### config.mk
export PLATFORM = sky130hd
export DESIGN_NAME = key_rate_selector
export DESIGN_NICKNAME = d
export VERILOG_FILES = /design/src/rtl/key_rate_selector.sv
export SDC_FILE = /design/constraint.sdc
export NUM_CORES = 1
export LEC_CHECK = 0
export CAP_MARGIN = 20
export CORE_MARGIN = 1
export CORE_UTILIZATION = 40
export CTS_CLUSTER_SIZE = 12
export DETAILED_ROUTE_END_ITERATION = 10
export GPL_TIMING_DRIVEN = 0
export PLACE_DENSITY_LB_ADDON = 0.3
export SYNTH_ARGS = -nofsm -noshare
export SYNTH_HDL_FRONTEND = slang
export SYNTH_SLANG_ARGS = --single-unit
### constraint.sdc
create_clock -name CLOCK_50 -period 3.72 [get_ports CLOCK_50]
set_clock_uncertainty 0.05 [all_clocks]
set_input_delay 0.744 -clock CLOCK_50 [delete_from_list [all_inputs] [get_ports CLOCK_50]]
set_output_delay 0.744 -clock CLOCK_50 [all_outputs]
set_load 0.01 [all_outputs]
### src/rtl/key_rate_selector.sv
// key_rate_selector
//   Front end of the LED blinker. Conditions the raw active-low push button
//   (2-flop synchroniser + debounce FSM), classifies each accepted press as
//   short or long, and keeps a 4-entry blink-rate selection. A short press
//   advances the rate (wrapping 3 -> 0). A long press returns it to rate 0.
//   PERIOD is the half-period terminal count for the selected rate.
//
// Ports
//   CLOCK_50      in   system clock, all logic on its rising edge
//   reset         in   asynchronous, active-high; clears all state
//   KEY_N         in   raw push button, active-low, asynchronous to CLOCK_50
//   RATE_SEL      out  [1:0]  current rate index
//   PERIOD        out  [25:0] half-period terminal count for RATE_SEL
//   PERIOD_VALID  out  one-cycle pulse when PERIOD changes
//   KEY_PRESS     out  one-cycle pulse when a debounced press is accepted
//   LONG_PRESS    out  one-cycle pulse when a hold is classified as long
module key_rate_selector #(
  parameter int DEBOUNCE_CYCLES = 1000000,
  parameter int LONG_CYCLES     = 100000000,
  parameter int P0              = 50000000,
  parameter int P1              = 25000000,
  parameter int P2              = 12500000,
  parameter int P3              = 6250000
) (
  input  logic        CLOCK_50,
  input  logic        reset,
  input  logic        KEY_N,
  output logic [1:0]  RATE_SEL,
  output logic [25:0] PERIOD,
  output logic        PERIOD_VALID,
  output logic        KEY_PRESS,
  output logic        LONG_PRESS
);

  localparam int MAX_CYCLES = (LONG_CYCLES > DEBOUNCE_CYCLES) ? LONG_CYCLES : DEBOUNCE_CYCLES;
  localparam int CNT_W      = $clog2(MAX_CYCLES + 1);
  localparam logic [CNT_W-1:0] DEB_LAST  = CNT_W'(DEBOUNCE_CYCLES - 1);
  localparam logic [CNT_W-1:0] LONG_LAST = CNT_W'(LONG_CYCLES - 1);

  typedef enum logic [2:0] {
    IDLE,
    PRESS_WAIT,
    PRESSED,
    HELD,
    RELEASE_WAIT
  } state_t;

  function automatic logic [25:0] period_lut(input logic [1:0] idx);
    case (idx)
      2'd0:    period_lut = 26'(P0);
      2'd1:    period_lut = 26'(P1);
      2'd2:    period_lut = 26'(P2);
      default: period_lut = 26'(P3);
    endcase
  endfunction

  logic             key_p0;
  logic             key_p1;
  logic             key_s;
  state_t           state;
  state_t           state_nxt;
  logic [CNT_W-1:0] cnt;
  logic [CNT_W-1:0] cnt_nxt;
  logic [CNT_W-1:0] cnt_inc;
  logic [CNT_W-1:0] hold;
  logic [CNT_W-1:0] hold_nxt;
  logic [CNT_W-1:0] hold_inc;
  logic [1:0]       rate_nxt;
  logic             key_press_nxt;
  logic             long_press_nxt;
  logic             period_valid_nxt;

  // stage p0/p1: synchroniser on the inverted (active-high) key
  always_ff @(posedge CLOCK_50 or posedge reset) begin
    if (reset) begin
      key_p0 <= 1'b0;
      key_p1 <= 1'b0;
    end else begin
      key_p0 <= ~KEY_N;
      key_p1 <= key_p0;
    end
  end

  assign key_s    = key_p1;
  assign cnt_inc  = cnt + CNT_W'(1);
  assign hold_inc = hold + CNT_W'(1);

  // Debounce / classification next-state logic. A press is accepted once the
  // incremented count reaches DEBOUNCE_CYCLES-1, so the IDLE sample plus the
  // PRESS_WAIT samples total DEBOUNCE_CYCLES stable cycles.
  always_comb begin
    state_nxt        = state;
    cnt_nxt          = cnt;
    hold_nxt         = hold;
    rate_nxt         = RATE_SEL;
    key_press_nxt    = 1'b0;
    long_press_nxt   = 1'b0;
    period_valid_nxt = 1'b0;
    case (state)
      IDLE: begin
        if (key_s) begin
          state_nxt = PRESS_WAIT;
          cnt_nxt   = '0;
        end
      end
      PRESS_WAIT: begin
        if (!key_s) begin
          state_nxt = IDLE;
        end else begin
          cnt_nxt = cnt_inc;
          if (cnt_inc == DEB_LAST) begin
            state_nxt     = PRESSED;
            key_press_nxt = 1'b1;
            hold_nxt      = '0;
          end
        end
      end
      PRESSED: begin
        if (key_s) begin
          hold_nxt = hold_inc;
          if (hold_inc == LONG_LAST) begin
            state_nxt        = HELD;
            long_press_nxt   = 1'b1;
            rate_nxt         = 2'd0;
            // Only announce a period change if the rate actually moves.
            period_valid_nxt = (RATE_SEL != 2'd0);
          end
        end else begin
          // Short press: 2-bit add wraps 3 -> 0 naturally.
          rate_nxt         = RATE_SEL + 2'd1;
          period_valid_nxt = 1'b1;
          state_nxt        = RELEASE_WAIT;
          cnt_nxt          = '0;
        end
      end
      HELD: begin
        if (!key_s) begin
          state_nxt = RELEASE_WAIT;
          cnt_nxt   = '0;
        end
      end
      RELEASE_WAIT: begin
        if (key_s) begin
          // Release bounce restarts the quiet-time count; no new press.
          cnt_nxt = '0;
        end else begin
          cnt_nxt = cnt_inc;
          if (cnt_inc == DEB_LAST) begin
            state_nxt = IDLE;
          end
        end
      end
      default: begin
        state_nxt = IDLE;
        cnt_nxt   = '0;
        hold_nxt  = '0;
      end
    endcase
  end

  // stage p2: FSM state, counters and registered outputs. PERIOD is loaded
  // from the same rate_nxt as RATE_SEL so the two never disagree.
  always_ff @(posedge CLOCK_50 or posedge reset) begin
    if (reset) begin
      state        <= IDLE;
      cnt          <= '0;
      hold         <= '0;
      RATE_SEL     <= 2'd0;
      PERIOD       <= 26'(P0);
      PERIOD_VALID <= 1'b0;
      KEY_PRESS    <= 1'b0;
      LONG_PRESS   <= 1'b0;
    end else begin
      state        <= state_nxt;
      cnt          <= cnt_nxt;
      hold         <= hold_nxt;
      RATE_SEL     <= rate_nxt;
      PERIOD       <= period_lut(rate_nxt);
      PERIOD_VALID <= period_valid_nxt;
      KEY_PRESS    <= key_press_nxt;
      LONG_PRESS   <= long_press_nxt;
    end
  end

endmodule

======== Word-level counts from Yosys, hierarchy flattened ========
Index checks and enable logic that the tools add are counted.
word-level totals
  input port bits ......................... 3
  register bits ........................... 90
  logic and storage cells ................. 72
  output and inout port bits .............. 31
operators by class
  equal/unequal tests ..................... 18
  multiplexer cells ....................... 31
  reductions and logical operators ........ 8
  bitwise operators ....................... 2
  $add $sub $neg .......................... 3
operator list
  kind                                                                      number
  27-bit 2-to-1 mux                                                         7
  27-bit one-hot mux with 4 select lines                                    1
  27-bit one-hot mux with 3 select lines                                    1
  26-bit one-hot mux with 3 select lines                                    1
  27-bit by 1-bit adder with 27-bit output (second input constant)          2
  27-bit by 20-bit equality test with 1-bit output (second input constant)  1
  27-bit equality test (second input constant)                              1
  3-bit 2-to-1 mux                                                          8
  2-bit inequality test (second input constant)                             8
  3-bit one-hot mux with 5 select lines                                     1
  1-bit 2-to-1 mux                                                          9
  3-bit by 2-bit equality test with 1-bit output (second input constant)    2
  2-bit 2-to-1 mux                                                          3
  3-bit inequality test (second input constant)                             2
  6-bit AND reduction                                                       1
  4-bit AND reduction                                                       1
  3-bit by 1-bit equality test with 1-bit output (second input constant)    1
  3-bit equality test (second input constant)                               1
  3-bit zero test                                                           1
  3-bit AND reduction                                                       1
  3-bit OR reduction                                                        1
  2-bit by 1-bit adder with 2-bit output (second input constant)            1
  2-bit by 1-bit equality test with 1-bit output (second input constant)    1
  2-bit equality test (second input constant)                               1
  4 further kinds                                                           5

======== Logic depth before layout (Yosys ltp) ========
  depth after elaboration ................. 7
  mapped depth ............................ 12
  gate-level depth less buffers ........... 9

======== Worst setup path after synthesis ========
OpenSTA, ideal clock, no wires.
  kind .................................... register to register
  start ................................... reg cnt[0]
  end ..................................... reg hold[1]
  arrival ................................. 2738 ps
  stages on the path, launching flop included .. 11
  buffers on the path ..................... 1
  required time ........................... 3545 ps
  path slack .............................. 807 ps
  path through ............................ dfrtp_1 > ha_1 > nand4_1 > or3_4 > or4_4 > o211ai_2 > nor4_2 > and4_1 > o31a_1 > buf_6 > mux2_4
between the ends
  word-level cells in the longest chain between the ends .. 4
RTL lines
  element                                           RTL line  RTL
  start: declaration                                62        logic [CNT_W-1:0] cnt;
  start signal: assignment                          175       cnt <= cnt_nxt;
  27-bit by 1-bit adder with 27-bit output          85        assign cnt_inc = cnt + CNT_W'(1);
  27-bit by 20-bit equality test with 1-bit output  111       if (cnt_inc == DEB_LAST) begin
  2-bit inequality test (no line)                   -
  4-bit AND reduction (no line)                     -
  end signal: assignment                            176       hold <= hold_nxt;
  end: declaration                                  65        logic [CNT_W-1:0] hold;
Every way passes these cells.
A chain may end at the register's enable or synchronous reset.

======== Worst setup path in the final report ========
  start ................................... reg cnt[0]
  end ..................................... reg hold[15]
Same word-level chain as after synthesis.

==> impl_metrics.json <==
{
  "path_cells": "ha_1 > nand4_1 > or3_4 > o31ai_1 > o211ai_2 > nor4_2 > nand4_1 > or4_1 > a32o_1",
  "final_area_um2": 5363,
  "hold_ws_ns": 0.2998,
  "dieArea_um2": 11760,
  "p_leak_nw": 2.193,
  "totalWireLength_mm": 11.18,
  "slew_headroom_pct": 48.20,
  "reg2reg_from": "cnt[0]",
  "highest_layer": "met4",
  "post-route-util_pct": 49.04,
  "cts.path.max_buffers": 2,
  "ys_ff_latch": 74,
  "synth-edff-count": 0,
  "fillers": 1044,
  "root_buffer": "clkbuf_16",
  "slew_viol_final": 0,
  "period_minus_slack_ns": 3.463,
  "cp_top_family": "simple AND/OR/NAND/NOR gates",
  "final_nets": 581,
  "first_pass_iters": 5,
  "crit_path_start": "cnt[0]",
  "finalWorstSetupSlack_ns": 0.2571,
  "die_x_um": 108.5,
  "setup_viol_count_final": 0,
  "placement.cell_area_um2": 5004,
  "ir_drop_mv": 0.2510,
  "synthDistinctLibCells": 67,
  "cts_tree": "built",
  "synth_seq_area_share_pct": 40.99,
  "pre_cts_ws_ns": 0.3506,
  "syn2layout_area_growth_pct": 18.30,
  "cap_violations": 0,
  "cts_buffers": 9,
  "clkSinkCount": 74,
  "synth_flop_cell": "dfrtp_1",
  "clk_pin_slew_ns": 0.06,
  "end_kind": "register",
  "io_buffers": 25,
  "hold_path.class": "reg2reg",
  "crit_buf_inv": 0,
  "drtIter0Drc": 371,
  "wire_per_inst_um": 15.58,
  "worstSetupStartpointType": "register",
  "ioPinCount": 34,
  "ys_warn_count": 0,
  "core-area_um2": 10940,
  "cp.required_ns": 3.89,
  "crit_path_max_incr_delay_ns": 0.48,
  "critPathMaxFanout": 6,
  "powerDensity_nw_per_um2": 357.8,
  "wl_met1_mm": 5.208,
  "criticalPathCategory": "reg2reg",
  "dp_hpwl_mm": 7.720,
  "grt-ovfl-total": 0,
  "grt_max_degree": 40,
  "start_util_pct": 41.45,
  "tightestPinTransition_ns": 0.7742,
  "num_rows": 38,
  "ctsHtreeMaxLevel": 3,
  "antenna_cells": 0,
  "grt_pass1_wl_mm": 18.88,
  "synth_area_per_cell_um2": 8.553,
  "finalHoldViolations": 0,
  "vias_per_cell": 5.792,
  "vias": 4159,
  "dr_wl_met2_mm": 5.217,
  "status": "complete, no violations",
  "track_usage_pct": 20.40,
  "slowest_stage": "or3_4",
  "antenna_found_initial": 0,
  "clk_latency_ns": 0.34,
  "path_common_cell": "nand4_1",
  "syn_inst": 530,
  "route.detailed.drc": 0,
  "hold_start": "key_p0",
  "fmax_mhz": 288.8,
  "ys_async_sr_fraction_pct": 100.0,
  "rsz0062_at_grt": "no",
  "total_power_mw": 1.919,
  "met3_length_um": 630,
  "post-route-period-util_pct": 93.09,
  "ant_nets": 0,
  "crit_arrival_ns": 3.63,
  "grt_pass1_vias": 4002,
  "gp_congestion": 0.8554,
  "fp.dieH_um": 108.5,
  "drive_above_1_share_pct": 11.94,
  "synth_area_um2": 4533
}
layout make-up:
cell class	instances	area, µm²	area share [%]
well taps	140	175.2	3.266
clock inverters	7	125.1	2.333
repair buffers	26	270.3	5.040
flip-flops and latches	74	1858	34.65
inverters	21	81.33	1.517
clock buffers	9	225.2	4.200
multi-input cells	394	2364	44.07
plain buffers	47	264.0	4.923
cell usage in the layout, fill, tap and decap left out, types with 5 or more instances in the layout:
master,count
nor3_1,16
o31ai_1,8
xnor2_1,5
a31oi_1,28
clkbuf_1,22
and3_1,10
dfrtp_1,69
o21ai_0,50
or3_1,5
clkbuf_16,9
a21oi_1,20
inv_1,20
nand3_1,24
nand4_1,16
clkdlybuf4s50_1,25
and4_1,9
dfstp_2,5
and2_1,6
o211ai_1,5
a31oi_2,5
buf_4,16
nand2_1,49
conb_1,8
nor2_1,49
xor2_1,8
ha_1,5
flip-flops by register name, summed over array words and instances (netlist names):
name,flops
cnt,27
hold,27
PERIOD,11
state,3
KEY_PRESS,1
LONG_PRESS,1
PERIOD_VALID,1
RATE_SEL,1
key_p0,1
key_p1,1
power breakdown:
| group | internal (mW) | switching (mW) | total [mW] |
|---|---|---|---|
| combinational | 0.0254 | 0.0585 | 0.0839 |
| clock | 0.662 | 0.358 | 1.02 |
| sequential | 0.810 | 0.00483 | 0.815 |
synth_stat cells, types with 5 or more instances:
| cell type | count | area share [%] |
|---|---|---|
| a21oi_1 | 20 | 2.2 |
| dfstp_2 | 5 | 2.9 |
| nand4_1 | 16 | 2.2 |
| xor2_1 | 8 | 1.5 |
| nand3_1 | 24 | 2.6 |
| nor2_1 | 49 | 4.1 |
| and2_1 | 6 | 0.83 |
| buf_4 | 16 | 2.6 |
| and3_1 | 10 | 1.4 |
| o21ai_0 | 50 | 5.5 |
| dfrtp_1 | 69 | 38 |
| nor3_1 | 16 | 1.8 |
| a31oi_1 | 28 | 3.9 |
| or3_1 | 5 | 0.69 |
| clkbuf_1 | 22 | 1.8 |
| o211ai_1 | 5 | 0.83 |
| inv_1 | 21 | 1.7 |
| xnor2_1 | 5 | 0.97 |
| a31oi_2 | 5 | 1.4 |
| ha_1 | 5 | 1.4 |
| o31ai_1 | 8 | 1.3 |
| nand2_1 | 49 | 4.1 |
| and4_1 | 9 | 1.7 |
path summary, 6_finish.rpt:
check	slack (ns)	cells past startpoint	endpoint
max	0.26	9	hold[15]
min	0.30	0	key_p1
max reg2reg	0.26	9	hold[15]
min reg2reg	0.30	0	key_p1
max in group asynchronous	2.33	3	cnt[19]
min in group asynchronous	0.72	2	key_p1
cell families (layout without fill, tap and decap cells):
kind of cell / after synthesis / count (layout) / share of synthesized area (%)
xor gates and xnor gates: 13 / 13 / 2.512
buffers and inverters: 68 / 110 / 7.563
AOI/OAI and AO/OA: 150 / 150 / 21.14
adders and majority gates: 5 / 5 / 1.380
and+or+nand+nor: 215 / 215 / 25.48
muxes: 3 / 3 / 0.7728
other: 2 / 8 / 0.1657
DFF: 74 / 74 / 40.99
metrics by stage:
step                TNS (ns)  instances
floorplan                  0        536
global placement      -16.34        701
detailed placement         0        702
CTS                        0        718
global route               0        718
finish                     0        718
per-layer routing:
metal	GRT usage [%]	vias to the layer above
li1	-	2021
met1	27.85	1997
met2	32.19	130
met3	4.039	11
met4	6.950	0
met5	0	-
timing repair:
action	4_1_cts	5_1_grt
endpoints found under the hold margin	0	0
endpoints found under the setup margin	0	1
gates resized for setup	0	1
hold buffers	0	0
setup buffers	0	0
(Power assumes the default switching activity.)
